$ cat src/rtl/hist_extreme_tracker.sv
// Frame-based min/max tracker: reduces each multi-lane beat, accumulates the running
// extremes with saturating occurrence counts, and publishes them once per frame.
module hist_extreme_tracker #(
   parameter int DataWidth  = 8,
   parameter int Lanes      = 1,
   parameter int CountWidth = $clog2(640*480+1)
) (
   input  logic                         i_clk,
   input  logic                         i_reset_n,
   input  logic [DataWidth*Lanes-1:0]   i_pixel,
   input  logic                         i_pixel_valid,
   input  logic                         i_pixel_last,
   input  logic                         i_frame_abort,
   output logic [DataWidth-1:0]         o_min_value,
   output logic [CountWidth-1:0]        o_min_count,
   output logic [DataWidth-1:0]         o_max_value,
   output logic [CountWidth-1:0]        o_max_count,
   output logic                         o_stats_valid
);

   localparam int LaneCntW = $clog2(Lanes + 1);
   localparam int SumW     = ((CountWidth > LaneCntW) ? CountWidth : LaneCntW) + 1;
   localparam logic [SumW-1:0] CntMax = {{(SumW-CountWidth){1'b0}}, {CountWidth{1'b1}}};

   logic [DataWidth-1:0]  lane_px [Lanes];
   logic [DataWidth-1:0]  beat_min;
   logic [DataWidth-1:0]  beat_max;
   logic [LaneCntW-1:0]   beat_min_n;
   logic [LaneCntW-1:0]   beat_max_n;

   logic                  s1_valid_reg;
   logic                  s1_last_reg;
   logic [DataWidth-1:0]  s1_min_reg;
   logic [DataWidth-1:0]  s1_max_reg;
   logic [LaneCntW-1:0]   s1_min_n_reg;
   logic [LaneCntW-1:0]   s1_max_n_reg;

   logic                  empty_reg;
   logic [DataWidth-1:0]  run_min_reg;
   logic [DataWidth-1:0]  run_max_reg;
   logic [CountWidth-1:0] run_min_cnt_reg;
   logic [CountWidth-1:0] run_max_cnt_reg;

   logic [DataWidth-1:0]  merge_min;
   logic [DataWidth-1:0]  merge_max;
   logic [CountWidth-1:0] merge_min_cnt;
   logic [CountWidth-1:0] merge_max_cnt;

   logic [DataWidth-1:0]  min_value_reg;
   logic [DataWidth-1:0]  max_value_reg;
   logic [CountWidth-1:0] min_count_reg;
   logic [CountWidth-1:0] max_count_reg;
   logic                  stats_valid_reg;

   function automatic logic [CountWidth-1:0] sat_add(input logic [CountWidth-1:0] a,
                                                     input logic [LaneCntW-1:0]   b);
      logic [SumW-1:0] s;
      s = SumW'(a) + SumW'(b);
      if (s > CntMax) return {CountWidth{1'b1}};
      return s[CountWidth-1:0];
   endfunction

   generate
      for (genvar gi = 0; gi < Lanes; gi++) begin : g_lane
         assign lane_px[gi] = i_pixel[gi*DataWidth +: DataWidth];
      end
   endgenerate

   always_comb begin
      beat_min   = lane_px[0];
      beat_max   = lane_px[0];
      beat_min_n = '0;
      beat_max_n = '0;
      for (int l = 1; l < Lanes; l++) begin
         if (lane_px[l] < beat_min) beat_min = lane_px[l];
         if (lane_px[l] > beat_max) beat_max = lane_px[l];
      end
      // Second pass counts ties against the final extremes, not the running ones.
      for (int l = 0; l < Lanes; l++) begin
         if (lane_px[l] == beat_min) beat_min_n = beat_min_n + LaneCntW'(1);
         if (lane_px[l] == beat_max) beat_max_n = beat_max_n + LaneCntW'(1);
      end
   end

   always_comb begin
      merge_min     = run_min_reg;
      merge_min_cnt = run_min_cnt_reg;
      merge_max     = run_max_reg;
      merge_max_cnt = run_max_cnt_reg;
      if (empty_reg) begin
         merge_min     = s1_min_reg;
         merge_min_cnt = sat_add('0, s1_min_n_reg);
         merge_max     = s1_max_reg;
         merge_max_cnt = sat_add('0, s1_max_n_reg);
      end else begin
         if (s1_min_reg < run_min_reg) begin
            merge_min     = s1_min_reg;
            merge_min_cnt = sat_add('0, s1_min_n_reg);
         end else if (s1_min_reg == run_min_reg) begin
            merge_min_cnt = sat_add(run_min_cnt_reg, s1_min_n_reg);
         end
         if (s1_max_reg > run_max_reg) begin
            merge_max     = s1_max_reg;
            merge_max_cnt = sat_add('0, s1_max_n_reg);
         end else if (s1_max_reg == run_max_reg) begin
            merge_max_cnt = sat_add(run_max_cnt_reg, s1_max_n_reg);
         end
      end
   end

   always_ff @(posedge i_clk) begin
      if (!i_reset_n) begin
         s1_valid_reg    <= 1'b0;
         s1_last_reg     <= 1'b0;
         s1_min_reg      <= '0;
         s1_max_reg      <= '0;
         s1_min_n_reg    <= '0;
         s1_max_n_reg    <= '0;
         empty_reg       <= 1'b1;
         run_min_reg     <= '0;
         run_max_reg     <= '0;
         run_min_cnt_reg <= '0;
         run_max_cnt_reg <= '0;
         min_value_reg   <= '0;
         max_value_reg   <= '0;
         min_count_reg   <= '0;
         max_count_reg   <= '0;
         stats_valid_reg <= 1'b0;
      end else begin
         stats_valid_reg <= 1'b0;
         if (i_frame_abort) begin
            // Drops both the incoming beat and any beat still waiting in stage 1.
            s1_valid_reg <= 1'b0;
            empty_reg    <= 1'b1;
         end else begin
            s1_valid_reg <= i_pixel_valid;
            if (i_pixel_valid) begin
               s1_last_reg  <= i_pixel_last;
               s1_min_reg   <= beat_min;
               s1_max_reg   <= beat_max;
               s1_min_n_reg <= beat_min_n;
               s1_max_n_reg <= beat_max_n;
            end
            if (s1_valid_reg) begin
               if (s1_last_reg) begin
                  min_value_reg   <= merge_min;
                  min_count_reg   <= merge_min_cnt;
                  max_value_reg   <= merge_max;
                  max_count_reg   <= merge_max_cnt;
                  stats_valid_reg <= 1'b1;
                  empty_reg       <= 1'b1;
               end else begin
                  run_min_reg     <= merge_min;
                  run_min_cnt_reg <= merge_min_cnt;
                  run_max_reg     <= merge_max;
                  run_max_cnt_reg <= merge_max_cnt;
                  empty_reg       <= 1'b0;
               end
            end
         end
      end
   end

   assign o_min_value   = min_value_reg;
   assign o_min_count   = min_count_reg;
   assign o_max_value   = max_value_reg;
   assign o_max_count   = max_count_reg;
   assign o_stats_valid = stats_valid_reg;

endmodule
$ cat config.mk
export PLATFORM = sky130hd
export DESIGN_NAME = hist_extreme_tracker
export DESIGN_NICKNAME = d
export VERILOG_FILES = /design/src/rtl/hist_extreme_tracker.sv
export SDC_FILE = /design/constraint.sdc
export NUM_CORES = 1
export LEC_CHECK = 0
export BUFFER_PORTS_ARGS = -buffer_cell sky130_fd_sc_hd__buf_2
export CAP_MARGIN = 20
export CORE_ASPECT_RATIO = 1.1
export CORE_MARGIN = 2
export CORE_UTILIZATION = 50
export DETAILED_ROUTE_END_ITERATION = 8
export PLACE_DENSITY = 0.73
export SLEW_MARGIN = 10
export SYNTH_ARGS = -nofsm -noshare
export SYNTH_HDL_FRONTEND = slang
export SYNTH_SLANG_ARGS = --single-unit
$ cat constraint.sdc
create_clock -name i_clk -period 4.3 [get_ports i_clk]
set_input_delay 0.645 -clock i_clk [delete_from_list [all_inputs] [get_ports i_clk]]
set_output_delay 0.645 -clock i_clk [all_outputs]
set_load 0.005 [all_outputs]
After elaboration in Yosys (flattened, before gate mapping)
Cells that the tools add are included.
- bitwise gates (word level): 4
- $add $sub $neg: 2
- order comparisons: 5
- muxes and demuxes: 33
- equality and inequality tests: 2
- reduce and logical (&&, ||, !) cells: 5
- operators with widths (cell ; count):
    19-bit two-way mux ; 14
    19-bit by 1-bit adder with 20-bit output ; 2
    20-bit by 19-bit greater-than comparator with 1-bit output, second input constant ; 2
    8-bit two-way mux ; 4
    1-bit by 19-bit greater-than comparator with 1-bit output, second input constant ; 1
    8-bit equality test ; 2
    1-bit two-way mux ; 15
    8-bit greater-than comparator ; 1
    8-bit < comparator ; 1
    3-bit AND reduction ; 2
    1-bit inverter ; 4
    3-bit OR reduction ; 1
    2-bit AND reduction ; 1
    2-bit OR reduction ; 1
- register bits after elaboration: 121
- bits of input ports: 13
- logic and storage cells: 65
- output and inout port bits: 55

Longest topological paths before layout
- depth after elaboration: 10
- gate-level depth with buffers: 9
- gate-level depth less buffers: 8

Least setup slack after synthesis
No wires, ideal clock.
- kind: register to register
- from: register s1_max_reg[0]
- to: register run_max_cnt_reg[13]
- setup time: 117 ps
- clock period less this slack: 2195 ps
- slack: 2105 ps
- path buffers: 0
- stages on the path, launching flop included: 9
- arrival: 2078 ps
- data required time: 4183 ps
- path through: dfxtp_1 inv_1 ha_1 nand4_1 nor2_1 and3_1 nor2b_1 mux2_2 a32o_1
- longest elaborated chain between the ends: 4
- ends and longest elaborated chain (element ; line ; source):
    from (decl) ; 34 ; logic [DataWidth-1:0] s1_max_reg;
    from (signal assigned) ; 140 ; s1_max_reg <= beat_max;
    branches (longest 2 deep; another with 8-bit greater-than comparator) ; - ;
    19-bit two-way mux (*) ; 102 ; if (s1_max_reg > run_max_reg) begin
    19-bit two-way mux (*) ; 90 ; if (empty_reg) begin
    to (signal assigned) ; 156 ; run_max_cnt_reg <= merge_max_cnt;
    to (decl) ; 42 ; logic [CountWidth-1:0] run_max_cnt_reg;
Mark *: on every way between the ends.
A chain may end at the register's enable or synchronous reset.

Worst setup path in the final report
- from: register s1_max_reg[3]
- to: register run_max_cnt_reg[15]
Same word-level chain as after synthesis.

==> run_results.csv <==
group,metric,value,unit
layout,drive_above_1_share,0.175,
timing,tns,0,ps
setup_path,worst-setup-path-type,"flop to flop",
layout,diodes,0,
min_path,min_from,"o_min_count[11]$_SDFFE_PN0P_",
global_route,grt_use_total,0.247,
logic_synthesis,async_flop_share,0,
min_path,hold_depth,2,
clocking,cts_tree,"done",
logic_synthesis,synth_seq_cells,121,
timing,timing.hold.ws,460,ps
setup_path,r2r-start,"s1_max_reg[3]$_SDFFE_PN0P_",
timing,drv_slew,0,
setup_path,cp-end-kind,"flop",
clocking,post-cts-setup-buffers,0,
layout,final_cells,926,
timing,tightest_slew,838,ps
timing,fin_crit,3040,ps
die,rows,41,
die,coreArea,11600,um2
layout,final_common_cell,"dfxtp_1",
detailed_routing,via_per_inst,5.97,
global_route,antenna_found_initial,0,
clocking,clk_latency,420,ps
setup_path,critPathLaunchType,"flop",
logic_synthesis,synthCells,714,
setup_path,slowest_delay,770,ps
detailed_routing,drc,0,
die,chipHeight,119,um
global_route,grt_pass1_vias,5244,
setup_path,slowest_stage,"a221oi_4",
detailed_routing,drt_iter0_markers,425,
global_route,grt_max_degree,84,
pwr,leakagePower,2.79,nW
die,io_pins,68,
setup_path,r2r-end,"run_max_cnt_reg[15]$_SDFFE_PN0P_",
logic_synthesis,synth-main-ff-cell,"dfxtp_1",
logic_synthesis,syn_area_per_cell,8.41,um2
timing,rsz0062_at_grt,"false",
timing,fmaxAchievable,329,MHz
setup_path,cp_max_fo,19,
detailed_routing,wl_per_cell,16.7,um
setup_path,crit_arrival,3400,ps
clocking,cts_root_buf,"clkbuf_16",
timing,fin_skew,11.5,ps
global_route,grt_pass1_wl,25600,um
setup_path,crit_family,"simple AND/OR/NAND/NOR gates",
global_route,grt-ovfl-total,0,
clocking,clk_pin_slew,60,ps
min_path,min_to,"o_min_count[11]$_SDFFE_PN0P_",
setup_path,required,4660,ps
layout,utilization,0.606,
timing,fin_crit_sh,0.707,
logic_synthesis,synth.lib_cells_used.distinct,61,
min_path,hold_path.class,"flop to flop",
status,status,"complete, no violations",
die,fp.dieW,108,um
die,start_util,0.518,
detailed_routing,ant_nets,0,
clocking,ctsHoldBuffers,0,
placed_design,dpl_cell_area,6410,um2
logic_synthesis,yosys_warnings,0,
clocking,clock_path_buffers,2,
pwr,irDropWorstVdd,0.000228,V
run,drv_cap,0,
setup_path,r2r_cells,7,
timing,setup_viol,0,
placed_design,dp.cells,894,
setup_path,cp.buffers_inverters,1,
logic_synthesis,synth_edf_count,0,
placed_design,gp_congestion,0.872,
placed_design,hpwl,10500,um
layout,area_growth,17.0,%
logic_synthesis,synthesis.area,6000,um2
clocking,cts_buffers,17,
layout,mostFrequentLayoutCells,"121 x dfxtp_1, 116 x nand2_1, 69 x o21ai_0",
layout,nets,796,
logic_synthesis,syn_nets,747,
layout,stdcell_area,7020,um2
layout,fillers,1027,
timing,hold_viol_final,0,
clocking,cts_resized,0,
clocking,cts_htree_levels,4,
placed_design,numPortBuffers,67,
die,die_area,12900,um2
clocking,cts.sinks,121,
pwr,pwr_density_cell,390,nW/um2
timing,timing.slew.headroom,0.441,
setup_path,reg2reg_slack,1260,ps
setup_path,crit_chain,"ha_1 > nand4_1 > or2_0 > a221oi_4 > buf_4 > and3_1 > a32o_1",
detailed_routing,routed_wl,15500,um
detailed_routing,via_count,5526,
detailed_routing,dr.pass1.iters,5,
logic_synthesis,seq_area_frac_synth,0.404,
[report_power, final]
part | switching, mW | total (mW) | internal, mW
clock | 0.519 | 1.47 | 0.951
sequential | 0.0113 | 1.14 | 1.13
combinational | 0.0855 | 0.126 | 0.0410
total | 0.616 | 2.74 | 2.12
[worst register-to-register path, delay by kind of cell (launching register included)]
kind / cells / cell delay, ps
flip-flops: 1 / 380
AND/OR/NAND/NOR: 3 / 930
adder cells (fa/ha/maj): 1 / 360
AO/OA/AOI/OAI: 2 / 920
buffers and inverters: 1 / 380
[Yosys cell counts, types with 3 or more instances]
cell type / n / area, um2
a211oi_1: 11 / 82.6
a21boi_0: 11 / 82.6
a21oi_1: 35 / 175
a22o_1: 18 / 158
a311oi_2: 6 / 90.1
a31oi_1: 11 / 68.8
a32o_1: 9 / 90.1
and2_1: 7 / 43.8
and3_1: 16 / 100
and4_1: 4 / 35.0
buf_2: 8 / 40.0
buf_6: 3 / 33.8
clkbuf_1: 34 / 128
dfxtp_1: 121 / 2420
ha_1: 20 / 250
inv_1: 23 / 86.3
mux2i_1: 20 / 200
nand2_1: 116 / 435
nand2b_1: 3 / 18.8
nand3_1: 39 / 195
nand4_1: 13 / 81.3
nor2_1: 26 / 97.6
nor2b_1: 5 / 31.3
nor3_1: 17 / 85.1
nor3b_1: 4 / 30.0
o21ai_0: 69 / 345
o221ai_1: 4 / 35.0
xnor2_1: 8 / 70.1
xor2_1: 12 / 105
[stage by stage]
stage,setup slack [ps],total power [mW]
final,1260,2.74
after global routing,1050,2.82
after CTS,1300,2.75
after global placement,1420,1.28
after detailed placement,1300,1.29
after floorplan,2100,1.25
[cell type report]
type                    count  area (um2)  share of cell area
multi-input cells         524        3300               0.470
clock buffers              20         467              0.0664
inverters                  23        86.3              0.0123
well taps                 150         188              0.0267
clock inverters            12         148              0.0210
repair buffers             76         415              0.0591
flip-flops and latches    121        2420               0.345
[kinds of logic after synthesis]
kind of cell | share of synthesized area
AOI/OAI and AO/OA | 0.220
xor gates and xnor gates | 0.0292
adders and majority gates | 0.0417
buffers and inverters | 0.0492
DFF | 0.404
muxes | 0.0371
and+or+nand+nor | 0.219
[worst max-delay path by stage]
stage	from	end	slack, ps	depth (start not counted)
3_3_place_gp	s1_max_reg[0]$_SDFFE_PN0P_	run_max_cnt_reg[13]$_SDFFE_PN0P_	1420	8
6_report	s1_max_reg[3]$_SDFFE_PN0P_	run_max_cnt_reg[15]$_SDFFE_PN0P_	1260	7
3_5_place_dp	s1_max_reg[3]$_SDFFE_PN0P_	o_max_count[6]$_SDFFE_PN0P_	1300	7
2_1_floorplan	s1_max_reg[0]$_SDFFE_PN0P_	run_max_cnt_reg[13]$_SDFFE_PN0P_	2100	8
4_1_cts	s1_max_reg[3]$_SDFFE_PN0P_	o_max_count[6]$_SDFFE_PN0P_	1300	7
5_1_grt	s1_max_reg[0]$_SDFFE_PN0P_	run_max_cnt_reg[8]$_SDFFE_PN0P_	1050	8
[layer usage]
layer	vias to the layer above	track usage	wire length, um	share of wire
met4	0	0.0929	279	0.018
met1	2645	0.315	6670	0.43
met2	176	0.410	7640	0.49
met5	-	0	0	0
met3	29	0.0454	868	0.056
li1	2676	-	-	-
Power figures use the tool's default switching activity.
